### config.mk
export PLATFORM = sky130hd
export DESIGN_NAME = lmfc_tracker
export DESIGN_NICKNAME = d
export VERILOG_FILES = /design/src/rtl/lmfc_pkg.sv /design/src/rtl/lmfc_sysref_capture.sv /design/src/rtl/lmfc_tracker.sv
export SDC_FILE = /design/constraint.sdc
export NUM_CORES = 1
export LEC_CHECK = 0
export CAP_MARGIN = 20
export CELL_PAD_IN_SITES_DETAIL_PLACEMENT = 1
export CELL_PAD_IN_SITES_GLOBAL_PLACEMENT = 1
export CORE_UTILIZATION = 41
export DETAILED_ROUTE_END_ITERATION = 7
export PLACE_DENSITY = 0.92
export SLEW_MARGIN = 15
export SYNTH_ARGS = -nofsm -noshare
export SYNTH_HDL_FRONTEND = slang
export SYNTH_HIERARCHICAL = 1
export SYNTH_SLANG_ARGS = --single-unit
### constraint.sdc
create_clock -name clk_i -period 5.44 [get_ports clk_i]
set_clock_uncertainty 0.15 [all_clocks]
set_input_delay 0.816 -clock clk_i [delete_from_list [all_inputs] [get_ports clk_i]]
set_output_delay 0.816 -clock clk_i [all_outputs]
set_load 0.02 [all_outputs]
### src/rtl/lmfc_pkg.sv
// Shared types and helpers for the LMFC tracker: alignment mode encoding,
// default multiframe size and modular subtraction for phase error reporting.
package lmfc_pkg;

    typedef enum logic {
        ONESHOT    = 1'b0,
        CONTINUOUS = 1'b1
    } lmfc_mode_e;

    localparam int MAX_BEATS_DEF = 256;

    // Wide enough for any legal multiframe length (up to 256 beats).
    localparam int LMFC_W = 9;

    // (a - b) mod m, for a and b already reduced below m.
    function automatic logic [LMFC_W-1:0] mod_sub(
        input logic [LMFC_W-1:0] a,
        input logic [LMFC_W-1:0] b,
        input logic [LMFC_W-1:0] m
    );
        return (a >= b) ? (a - b) : (a + m - b);
    endfunction

endpackage

### src/rtl/lmfc_sysref_capture.sv
// SYSREF capture: multi-flop synchroniser followed by a registered rising-edge
// detector. A level held high yields exactly one single-cycle pulse.
module lmfc_sysref_capture #(
    parameter int SYNC_STAGES = 2
) (
    input  logic clk,
    input  logic rst,
    input  logic sysref,
    output logic pulse
);

    logic [SYNC_STAGES-1:0] sync_q;
    logic                   prev_q;

    always_ff @(posedge clk) begin
        if (rst) begin
            sync_q <= '0;
            prev_q <= 1'b0;
            pulse  <= 1'b0;
        end else begin
            sync_q <= {sync_q[SYNC_STAGES-2:0], sysref};
            prev_q <= sync_q[SYNC_STAGES-1];
            pulse  <= sync_q[SYNC_STAGES-1] & ~prev_q;
        end
    end

endmodule

### src/rtl/lmfc_tracker.sv
// JESD204B Subclass 1 LMFC generator: aligns a multiframe beat counter to
// SYSREF (one-shot or continuous) and flags SYSREF phase errors afterwards.
module lmfc_tracker
    import lmfc_pkg::*;
#(
    parameter int PARALLEL_OCTETS  = 4,
    parameter int MAX_BEATS_PER_MF = MAX_BEATS_DEF,
    parameter int CNT_W            = $clog2(MAX_BEATS_PER_MF),
    parameter int SYNC_STAGES      = 2
) (
    input  logic             clk_i,
    input  logic             rst_i,
    input  logic             sysref_i,
    input  logic             mode_i,
    input  logic             rearm_i,
    input  logic [CNT_W:0]   beats_per_mf_i,
    input  logic [CNT_W-1:0] sysref_offset_i,
    input  logic             err_clr_i,
    output logic             lmfc_pulse_o,
    output logic [CNT_W-1:0] lmfc_counter_o,
    output logic             lmfc_valid_o,
    output logic             misalign_o,
    output logic             cfg_err_o,
    output logic [CNT_W-1:0] phase_err_o,
    output logic [7:0]       sysref_cnt_o
);

    if (PARALLEL_OCTETS < 1 || MAX_BEATS_PER_MF < 2 || MAX_BEATS_PER_MF > 256 ||
        (MAX_BEATS_PER_MF & (MAX_BEATS_PER_MF - 1)) != 0 ||
        SYNC_STAGES < 2 || SYNC_STAGES > 4) begin : g_bad_cfg
        $error("lmfc_tracker: unsupported parameter set");
    end

    localparam logic [CNT_W:0]   MAX_BEATS = (CNT_W+1)'(MAX_BEATS_PER_MF);
    localparam logic [CNT_W:0]   ONE_B     = (CNT_W+1)'(1);
    localparam logic [CNT_W-1:0] ONE_C     = CNT_W'(1);

    logic             sysref_pulse;
    logic [CNT_W-1:0] cnt_q, next_cnt, eff_off, phase_err_q;
    logic [CNT_W:0]   beats_q, beats_new;
    logic             wrap, beats_bad, off_bad, armed, align, check, mismatch, cfg_hit;
    logic             armed_q, valid_q, misalign_q, cfg_err_q;
    logic [7:0]       sr_cnt_q;

    lmfc_sysref_capture #(
        .SYNC_STAGES (SYNC_STAGES)
    ) u_capture (
        .clk    (clk_i),
        .rst    (rst_i),
        .sysref (sysref_i),
        .pulse  (sysref_pulse)
    );

    always_comb begin
        wrap      = ({1'b0, cnt_q} == (beats_q - ONE_B));
        next_cnt  = wrap ? '0 : (cnt_q + ONE_C);
        beats_bad = (beats_per_mf_i == '0) || (beats_per_mf_i > MAX_BEATS);
        beats_new = beats_bad ? MAX_BEATS : beats_per_mf_i;
        off_bad   = ({1'b0, sysref_offset_i} >= beats_new);
        eff_off   = off_bad ? '0 : sysref_offset_i;
        // A rearm arriving with the pulse counts as armed for that pulse.
        armed     = armed_q | rearm_i;
        align     = sysref_pulse & (armed | (lmfc_mode_e'(mode_i) == CONTINUOUS));
        check     = sysref_pulse & valid_q & ~armed;
        mismatch  = check & (next_cnt != eff_off);
        cfg_hit   = (align & (beats_bad | off_bad)) | (~align & wrap & beats_bad);
    end

    always_ff @(posedge clk_i) begin
        if (rst_i) begin
            cnt_q       <= '0;
            beats_q     <= MAX_BEATS;
            armed_q     <= 1'b1;
            valid_q     <= 1'b0;
            misalign_q  <= 1'b0;
            cfg_err_q   <= 1'b0;
            phase_err_q <= '0;
            sr_cnt_q    <= '0;
        end else begin
            // Length is only picked up at a boundary so no multiframe is cut short.
            if (align) begin
                cnt_q   <= eff_off;
                beats_q <= beats_new;
                valid_q <= 1'b1;
            end else begin
                cnt_q <= next_cnt;
                if (wrap) beats_q <= beats_new;
            end
            armed_q <= armed & ~align;
            if (mismatch)
                phase_err_q <= CNT_W'(mod_sub(LMFC_W'(eff_off), LMFC_W'(next_cnt), LMFC_W'(beats_q)));
            misalign_q <= mismatch | (misalign_q & ~err_clr_i);
            cfg_err_q  <= cfg_hit | (cfg_err_q & ~err_clr_i);
            if (sysref_pulse && sr_cnt_q != 8'hFF)
                sr_cnt_q <= sr_cnt_q + 8'd1;
        end
    end

    assign lmfc_counter_o = cnt_q;
    assign lmfc_valid_o   = valid_q;
    assign lmfc_pulse_o   = valid_q & (cnt_q == '0);
    assign misalign_o     = misalign_q;
    assign cfg_err_o      = cfg_err_q;
    assign phase_err_o    = phase_err_q;
    assign sysref_cnt_o   = sr_cnt_q;

endmodule

==> impl_metrics.tcl <==
set metrics [dict create \
    p_seq_share_pct 32.3 \
    final_nets 537 \
    crit_chain "clkdlybuf4s50_1 -> nor4_2 -> nand2_1 -> ha_4 -> nand2b_1 -> ha_1 -> nand4_1 -> or3_4 -> a31o_4 -> buf_4 -> nand2_1 -> buf_4 -> inv_1 -> ha_1 -> nand3_1 -> nor3_1 -> buf_4 -> nor2_1 -> buf_4 -> o21ai_0 -> a21oi_1" \
    die_w_um 91.90 \
    rsz0062_at_grt "yes" \
    switching_share_pct 33.24 \
    dp_cells 572 \
    layout.cells.non_filler 580 \
    cp_common_cell "buf_4" \
    synthDistinctLibCells 58 \
    drv_cap 0 \
    cts_buffer_depth 2 \
    die_h_um 91.90 \
    synth_flop_cell "dfxtp_1" \
    syn_area_um2 3313 \
    syn_inst 410 \
    drt_iter0_markers 187 \
    synth_top_area_share_pct 24.77 \
    synthArstFlopShare_pct 0 \
    dp_hpwl_mm 8.635 \
    vias_per_cell 5.933 \
    r2r_start "beats_q[1]" \
    fmax_ghz 0.1841 \
    dieArea_um2 8445 \
    num_vias 3441 \
    clkTransAtPathRegs_ns 0.09 \
    hold_class "flip-flop to flip-flop" \
    fp.coreArea_um2 7767 \
    cts.root.buffer_cell "clkbuf_8" \
    period_needed_ns 5.431 \
    hold-path-cell-count 1 \
    track_usage_pct 28.96 \
    p_leak_nw 1.770 \
    irDropWorstVdd_uv 130.1 \
    arrival_ns 5.51 \
    regToRegSetupSlack_ns 0.64 \
    globalplace.congestion 0.9164 \
    synth_most_common_cell "nor2_1" \
    initial_core_util_pct 42.65 \
    grt_pass1_wl_mm 18.68 \
    ys_top_cells_by_count "nor2_1, dfxtp_1, inv_1" \
    clock_latency_ns 0.32 \
    drc_errors 0 \
    overflow 0 \
    drtPass1Iterations 5 \
    grt_start_max_net_pins 32 \
    n_antenna_cell 0 \
    syn_nets 470 \
    critPathTopFamily "simple AND/OR/NAND/NOR gates" \
    min_from "u_capture/prev_q" \
    cts_tree "done" \
    final_max_slew_viol_count 0 \
    setup_violations 0 \
    avgSynthCellArea_um2 8.081 \
    seq_area_frac_synth_pct 24.77 \
    hold_violations 0 \
    cp-start-kind "primary input" \
    combPwrFrac_pct 36.0 \
    critPathMaxFanout 12 \
    ios 51 \
    outcome "completed" \
    switchingPower_mw 0.3228 \
    ys_ff_latch 41 \
    crit_path_end_kind "flip-flop" \
    power_mw 0.9710 \
    drt_wl_total_mm 12.03 \
    ff2ff_path_depth 16 \
    cts_buffers 5 \
    htreeDepth 2 \
    final_core_util_pct 55.59 \
    grt_pass1_vias 3729 \
    synth_top_area_cell "dfxtp_1" \
    port_buffers 50 \
    crit_path_top_delay_cell "or3_4" \
    crit_type "primary input to flip-flop" \
    worst_hold_path.endpoint "u_capture/pulse" \
    ant_nets 0 \
    crit_buf_inv 6 \
    powerDensity_nw_per_um2 224.9 \
    clockPowerShare_pct 31.7 \
    synth.area.top_cells "dfxtp_1, ha_1, nor2_1, fa_1, xnor2_1" \
    postCtsSetupBuffers 0 \
    p_int_mw 0.6483 \
    critPathMaxStageDelay_ns 0.45 \
    clkSinkCount 41 \
    cts_hold_buf 0 \
    avgRoutedWirePerCell_um 20.73 \
    timing.final.crit_share_pct 99.83 \
    std_cell_rows 32 \
    tightest_slew_ns 1.241 \
    rr_endpoint "phase_err_o[6]" \
    synth-edff-count 0 \
    area_growth_pct 30.32 \
    drive_above_1_share_pct 12.13 \
    ys_warn_count 6 \
    maxSlewHeadroom_pct 16.54 \
    antenna_found_initial 0 \
    crit_required_ns 5.52 \
]
routing by layer:
metal / wire length (um) / track usage (%) / up-vias / part of all wire [%]
met1: 4738 / 32.79 / 1684 / 39
met4: 477 / 15.89 / 0 / 4.0
met2: 6036 / 50.50 / 136 / 50
met3: 774 / 6.136 / 50 / 6.4
li1: - / - / 1571 / -
met5: 0 / 0 / - / 0
area by class of cell:
| cell class | count | area [um2] |
|---|---|---|
| clock buffer | 5 | 68.82 |
| clock inverter | 3 | 65.06 |
| fill | 939 | 3450 |
| inverter | 40 | 150.1 |
| multi-input combinational | 317 | 2417 |
| sequential | 41 | 820.8 |
| tap | 102 | 127.6 |
| timing repair buffer | 72 | 668.1 |
sequential cells by signal, summed over array words and instances, names as in the netlist:
| signal | count |
|---|---|
| beats_q | 9 |
| lmfc_counter_o | 8 |
| phase_err_o | 8 |
| sysref_cnt_o | 8 |
| u_capture/sync_q | 2 |
| armed_q | 1 |
| cfg_err_o | 1 |
| lmfc_valid_o | 1 |
| misalign_o | 1 |
| u_capture/prev_q | 1 |
| u_capture/pulse | 1 |
power by group through the flow:
stage / Combinational [mW] / Sequential [mW] / Clock [mW]
finish: 0.349 / 0.314 / 0.308
global route: 0.379 / 0.315 / 0.321
detailed placement: 0.315 / 0.321 / 0
floorplan: 0.204 / 0.321 / 0
CTS: 0.325 / 0.314 / 0.311
global placement: 0.295 / 0.321 / 0
worst reg2reg max path: cells and delay by family, from the launching register on:
kind | cells | cell delay [ns]
xor+xnor | 1 | 0.18
compound gates | 7 | 1.71
buf+inv | 2 | 0.23
flops | 1 | 0.34
simple gates | 3 | 0.97
fa+ha+maj | 3 | 1.18
how the worst max path moves through the flow:
| stage | from | end | slack, ns | cells after the start |
|---|---|---|---|---|
| after floorplan | beats_per_mf_i[0] | phase_err_o[6] | 0.41 | 20 |
| after global placement | beats_per_mf_i[0] | phase_err_o[6] | -0.03 | 20 |
| after detailed placement | beats_per_mf_i[5] | phase_err_o[7] | -0.25 | 21 |
| after CTS | beats_per_mf_i[0] | phase_err_o[6] | 0.06 | 21 |
| after global routing | beats_per_mf_i[3] | phase_err_o[2] | -0.19 | 21 |
| final | beats_per_mf_i[3] | phase_err_o[2] | 0.009 | 21 |
cell families after synthesis:
| family | after synthesis | synth area share (%) |
|---|---|---|
| adder cells (fa/ha/maj) | 37 | 15.79 |
| flip-flops | 41 | 24.77 |
| AND/OR/NAND/NOR | 156 | 23.68 |
| XOR/XNOR | 31 | 8.195 |
| buffers and inverters | 52 | 6.231 |
| multiplexers | 6 | 1.813 |
| AO/OA/AOI/OAI | 87 | 19.52 |
stage by stage:
step	hold slack [ns]	area (um2)	setup TNS [ns]	setup slack, ns
after floorplan	0.2368	3313	0	0.4139
after global placement	0.2529	4050	-0.02691	-0.02691
after detailed placement	0.2507	4050	-0.7068	-0.2514
after CTS	0.2750	4197	0	0.06244
after global routing	0.2840	4318	-1.056	-0.1881
final	0.2740	4318	0	0.009031
layout by cell type, fill, tap and decap left out, types with 3 or more instances in the layout:
cell type | Yosys | routed
nand4_1 | 4 | 4
a21oi_1 | 15 | 15
nor2b_1 | 10 | 8
mux2i_1 | 6 | 6
or2_1 | 6 | 6
inv_1 | 40 | 40
buf_4 | 0 | 22
nor3_1 | 8 | 8
a31oi_1 | 3 | 3
o22ai_1 | 5 | 5
clkbuf_8 | 0 | 5
clkdlybuf4s50_1 | 0 | 49
o21bai_1 | 4 | 4
ha_4 | 0 | 4
fa_1 | 8 | 8
nor4_1 | 5 | 3
a21o_1 | 3 | 3
o31ai_1 | 7 | 7
o31a_1 | 3 | 3
dfxtp_1 | 41 | 41
nor2_1 | 45 | 45
xor2_1 | 13 | 13
ha_1 | 29 | 25
xnor2_1 | 18 | 18
o32ai_1 | 6 | 5
o21a_1 | 5 | 5
nand2_1 | 30 | 29
nand3_1 | 23 | 23
o21ai_0 | 16 | 15
nand2b_1 | 7 | 5
repair_timing:
item                                    CTS  global route
pin swaps                                 0             6
gates resized for setup                   3            19
endpoints found under the setup margin    2             8
hold endpoints to repair                  0             0
Power figures use the tool's default switching activity.
